[src/rtl/ssram_fifo_reader.sv]
// ssram_fifo_reader: first-word-fall-through FIFO built around a dual-port
// synchronous RAM with a one-cycle registered read. The controller steers the
// RAM read address one step ahead on a pop. The head word is flagged valid
// only once it was already in the RAM before the read that fetched it. The
// consumer therefore never sees the RAM latency or a read-during-write hazard.

// Dual-port RAM: one write port and one registered read port.
// A read of the address written in the same cycle returns the old contents.
module ssram16dp_array #(
  parameter int width = 8,
  parameter int depth = 32
) (
  input  logic                     clk,
  input  logic                     we,
  input  logic [$clog2(depth)-1:0] waddress,
  input  logic [$clog2(depth)-1:0] raddress,
  input  logic [width-1:0]         dataIn,
  output logic [width-1:0]         dataOut
);

  logic [width-1:0] mem [depth];

  // Write port: store dataIn when we is high.
  always_ff @(posedge clk) begin
    if (we) begin
      mem[waddress] <= dataIn;
    end
  end

  // Registered read port: the new value appears one cycle after the address.
  always_ff @(posedge clk) begin
    dataOut <= mem[raddress];
  end

endmodule

module ssram_fifo_reader #(
  parameter int width = 8,
  parameter int depth = 32
) (
  input  logic                   clk,
  input  logic                   rst,
  input  logic                   wr_valid,
  output logic                   wr_ready,
  input  logic [width-1:0]       wr_data,
  output logic                   rd_valid,
  input  logic                   rd_ready,
  output logic [width-1:0]       rd_data,
  output logic [$clog2(depth):0] count,
  output logic                   overflow
);

  localparam int AW = $clog2(depth);
  localparam int CW = AW + 1;

  logic [AW-1:0] wr_ptr_reg;
  logic [AW-1:0] wr_ptr_next;
  logic [AW-1:0] rd_ptr_reg;
  logic [AW-1:0] rd_ptr_next;
  logic [CW-1:0] count_reg;
  logic [CW-1:0] count_next;
  logic [CW-1:0] settled_after_pop;
  logic          rd_valid_reg;
  logic          rd_valid_next;
  logic          overflow_reg;
  logic          overflow_next;
  logic          push;
  logic          pop;
  logic [AW-1:0] raddress;

  // Handshakes. wr_ready looks only at the registered count, so a pop in the
  // same cycle frees its slot one cycle later.
  assign wr_ready = (count_reg != CW'(depth));
  assign push     = wr_valid & wr_ready;
  assign pop      = rd_valid_reg & rd_ready;

  // The read address runs one step ahead on a pop. The word fetched at this
  // edge is then the head that follows the pop.
  assign raddress = rd_ptr_next;

  // Next-state logic for the pointers, occupancy, head visibility and overflow.
  always_comb begin
    wr_ptr_next       = wr_ptr_reg;
    rd_ptr_next       = rd_ptr_reg;
    count_next        = count_reg;
    settled_after_pop = count_reg;
    rd_valid_next     = 1'b0;
    overflow_next     = 1'b0;

    if (push) begin
      wr_ptr_next = wr_ptr_reg + AW'(1);
    end
    if (pop) begin
      rd_ptr_next = rd_ptr_reg + AW'(1);
    end

    unique case ({push, pop})
      2'b10:   count_next = count_reg + CW'(1);
      2'b01:   count_next = count_reg - CW'(1);
      default: count_next = count_reg;
    endcase

    // count_reg words were written at earlier edges, so the RAM already holds
    // them for this edge's read. A word written at this very edge is not
    // readable yet, because the RAM returns old data. The head is valid after
    // this edge only if a settled word remains once the pop is taken out.
    // A pop implies rd_valid, and rd_valid implies count_reg >= 1, so the
    // subtraction cannot wrap.
    settled_after_pop = count_reg - CW'(pop);
    rd_valid_next     = (settled_after_pop != '0);

    // A word offered while full is dropped and reported on the next cycle.
    overflow_next = wr_valid & ~wr_ready;
  end

  // State registers with asynchronous reset. RAM contents are left as they are.
  always_ff @(posedge clk or posedge rst) begin
    if (rst) begin
      wr_ptr_reg   <= '0;
      rd_ptr_reg   <= '0;
      count_reg    <= '0;
      rd_valid_reg <= 1'b0;
      overflow_reg <= 1'b0;
    end else begin
      wr_ptr_reg   <= wr_ptr_next;
      rd_ptr_reg   <= rd_ptr_next;
      count_reg    <= count_next;
      rd_valid_reg <= rd_valid_next;
      overflow_reg <= overflow_next;
    end
  end

  assign rd_valid = rd_valid_reg;
  assign count    = count_reg;
  assign overflow = overflow_reg;

  ssram16dp_array #(
    .width (width),
    .depth (depth)
  ) u_ram (
    .clk      (clk),
    .we       (push),
    .waddress (wr_ptr_reg),
    .raddress (raddress),
    .dataIn   (wr_data),
    .dataOut  (rd_data)
  );

endmodule

[config.mk]
export PLATFORM = sky130hd
export DESIGN_NAME = ssram_fifo_reader
export DESIGN_NICKNAME = d
export VERILOG_FILES = /design/src/rtl/ssram_fifo_reader.sv
export SDC_FILE = /design/constraint.sdc
export NUM_CORES = 1
export LEC_CHECK = 0
export ABC_AREA = 1
export BUFFER_PORTS_ARGS = -buffer_cell sky130_fd_sc_hd__buf_2
export CAP_MARGIN = 15
export CORE_MARGIN = 8
export CORE_UTILIZATION = 60
export CTS_CLUSTER_SIZE = 14
export DETAILED_ROUTE_END_ITERATION = 10
export PLACE_DENSITY = 0.82
export SLEW_MARGIN = 20
export SYNTH_ARGS = -nofsm -noshare
export SYNTH_HDL_FRONTEND = slang
export SYNTH_SLANG_ARGS = --single-unit
[constraint.sdc]
create_clock -name clk -period 4.8 [get_ports clk]
set_clock_uncertainty 0.15 [all_clocks]
set_input_delay 0.48 -clock clk [delete_from_list [all_inputs] [get_ports clk]]
set_output_delay 0.48 -clock clk [all_outputs]
set_load 0.02 [all_outputs]
==> flow_summary.ini <==
[outcome]
status = finished, final reports clean

[setup_path]
crit_family = simple AND/OR/NAND/NOR gates
endpoint_kind = flop
path_class = reg -> reg
worstPathMaxFanout = 70
cp-start-kind = flop
cp_slowest_stage_delay_ps = 570
cp.arrival_ps = 3530
cp_common_cell = nand2_1
worstPathRequired_ps = 5140
crit_slowest_cell = nand2_4
crit_chain = nand2_2, nand2_4, nand2_4, buf_12, nand2_1, nand3_1, nand3_1, nand3_1, nand2_1, nand2_1, nand2_1
crit_buf_inv = 1

[floorplan]
rows = 53
die_w_um = 161.2
io_pins = 29
coreArea_sq_um = 20890
start_util_pct = 60.58
die_area_sq_um = 25990
die-height_um = 161.2

[sta]
finalSetupTns_ps = 0
max_freq_ghz = 0.3129
rsz0062_at_grt = no
finalSetupViolCount = 0
tightest_slew_ps = 1103
hold_violations = 0
fin_crit_sh_pct = 66.57
slew_violations = 0
fin_crit_ps = 3196
slew_headroom_pct = 26.18
layout_setup_ws_ps = 1604

[layout]
largest_reg_flops = 256
area_growth_syn_to_layout_pct = 9.304
drive_above_1_share_pct = 7.410
fin_nets = 1200
layout_commonest_cell = nand3_1
final_cell_mix = nand3_1, edfxtp_1, nand2_1
utilization_pct = 66.22
regArea_sq_um = 8298
fillCellCount = 1510
n_antenna_cell = 0
multi_input_area_sq_um = 3422

[logic_synthesis]
synth_adder_area_share_pct = 0.8899
synth_compound_area_share_pct = 0.5240
syn-cell-area_sq_um = 12650
muxShareOfSynthArea_pct = 0
avgSynthCellArea_sq_um = 10.76
synth_top_family_by_area = simple AND/OR/NAND/NOR gates
yosysUniqueCellTypes = 30
netlist_instances = 1176
yosys_warnings = 0
synth_xor_area_share_pct = 1.018
synth_nets = 1197
synth_simple_gate_area_share_pct = 24.29
ys_seq_elements = 282
synth-seq-area-share_pct = 65.57

[clock_tree]
clk_pin_slew_ps = 60
cts_max_level = 1
clockBufferDepth = 3
cts-buffers-inserted = 28
cts_tree = done
cts_sinks = 282
clk-insertion-delay-late_ps = 540
root_buffer = clkbuf_16
cts_setup_buffers = 0

[route]
drtAntennaViolNets = 0
drt-vias-per-instance = 5.889
firstDrtPassIters = 6
drc_errors = 0
post_drt_wl_per_cell_um = 20.04
drt-initial-drc-count = 1037
postRouteWirelength_um = 29580
vias = 8692

[power]
leakagePower_uw = 0.005543
ir_worst_vdd_uv = 683.7
power.density_nw_per_um2 = 604.9

[grt]
grt_pass1_wl_um = 46650
grt_overflow = 0
first_global_vias = 8492
grt_use_total_pct = 22.77
antenna_found_initial = 0
grt_max_degree = 73

[placed_design]
pre_cts_ws_ps = 1555
hpwl_um = 16930
portBuffers = 28
routabilityCongestion = 0.8589

[run]
cap_violations = 0

[hold_path]
holdCritPathClass = in -> reg
-- worst paths after layout --
path	from	end	slack, ps	cells after the start
hold / removal	wr_data[1]	u_ram.mem[14][1]$_DFFE_PP_	390	1
hold reg to reg	count[5]$_DFFE_PP0P_	count[5]$_DFFE_PP0P_	440	2
min in group asynchronous	rst	overflow$_DFF_PP0_	460	3
max in group asynchronous	rst	wr_ptr_reg[4]$_DFFE_PP0P_	3560	3
setup / recovery	rd_valid$_DFF_PP0_	u_ram.dataOut[2]$_DFF_P_	1600	11
setup reg to reg	rd_valid$_DFF_PP0_	u_ram.dataOut[2]$_DFF_P_	1600	11
-- synth_stat cells (all sizes together) --
master | count | area (sq um)
buf | 52 | 261.5
xor2 | 8 | 85.08
clkinv | 1 | 3.750
nand3 | 259 | 1301
edfxtp | 256 | 7687
dfxtp | 8 | 160.2
nand2 | 207 | 779.5
a21oi | 1 | 5.000
ha | 9 | 112.6
nor2 | 42 | 157.7
inv | 176 | 660.6
o2111ai | 1 | 8.760
dfrtp | 18 | 450.4
a21boi | 1 | 7.510
xnor2 | 5 | 43.79
nand4 | 4 | 25.02
o22ai | 1 | 6.260
nand3b | 105 | 788.3
nor3 | 1 | 16.27
or2 | 1 | 6.260
o21ai | 7 | 38.79
clkbuf | 13 | 48.80
-- cell type report --
type	instances	area share [%]
sequential	282	59.99
multi-input combinational	652	24.74
clock buffer	33	5.201
inverter	177	4.803
tap	275	2.488
timing repair buffer	38	1.682
clock inverter	19	1.095
-- layer usage --
layer  GRT usage [%]  part of all wire (%)  vias to the layer above
li1                -                     -                     3982
met1           30.74                    39                     4166
met2           37.20                    49                      482
met3           3.665                   9.5                       62
met4           7.576                   2.8                        0
met5               0                     0                        -
-- report_power, final --
part           internal, uW  switching [uW]
Sequential             2930             143
Clock                  1180             896
Combinational           926            2300
Total                  5030            3330
-- cells by family (layout without fill, tap and decap cells) --
kind of cell | count (synthesis) | after routing
AO/OA/AOI/OAI | 11 | 11
flip-flops | 282 | 282
AND/OR/NAND/NOR | 619 | 619
buffers and inverters | 242 | 267
XOR/XNOR | 13 | 13
adder cells (fa/ha/maj) | 9 | 9
-- repair_timing --
action,in CTS,in global routing
gates resized for setup,0,0
hold endpoints to repair,19,0
hold buffers,2,0
-- stage by stage --
stage | area [sq um] | hold WS, ps | total power, uW | std cells
2_1_floorplan | 12650 | 268.6 | 5340 | 1176
5_1_grt | 13830 | 397.0 | 8794 | 1476
6_report | 13830 | 388.5 | 8368 | 1476
3_5_place_dp | 12940 | 413.8 | 6269 | 1422
4_1_cts | 13830 | 371.3 | 8336 | 1476
3_3_place_gp | 12930 | 403.9 | 6181 | 1422
Note: power is estimated with default switching activity, not from simulation.
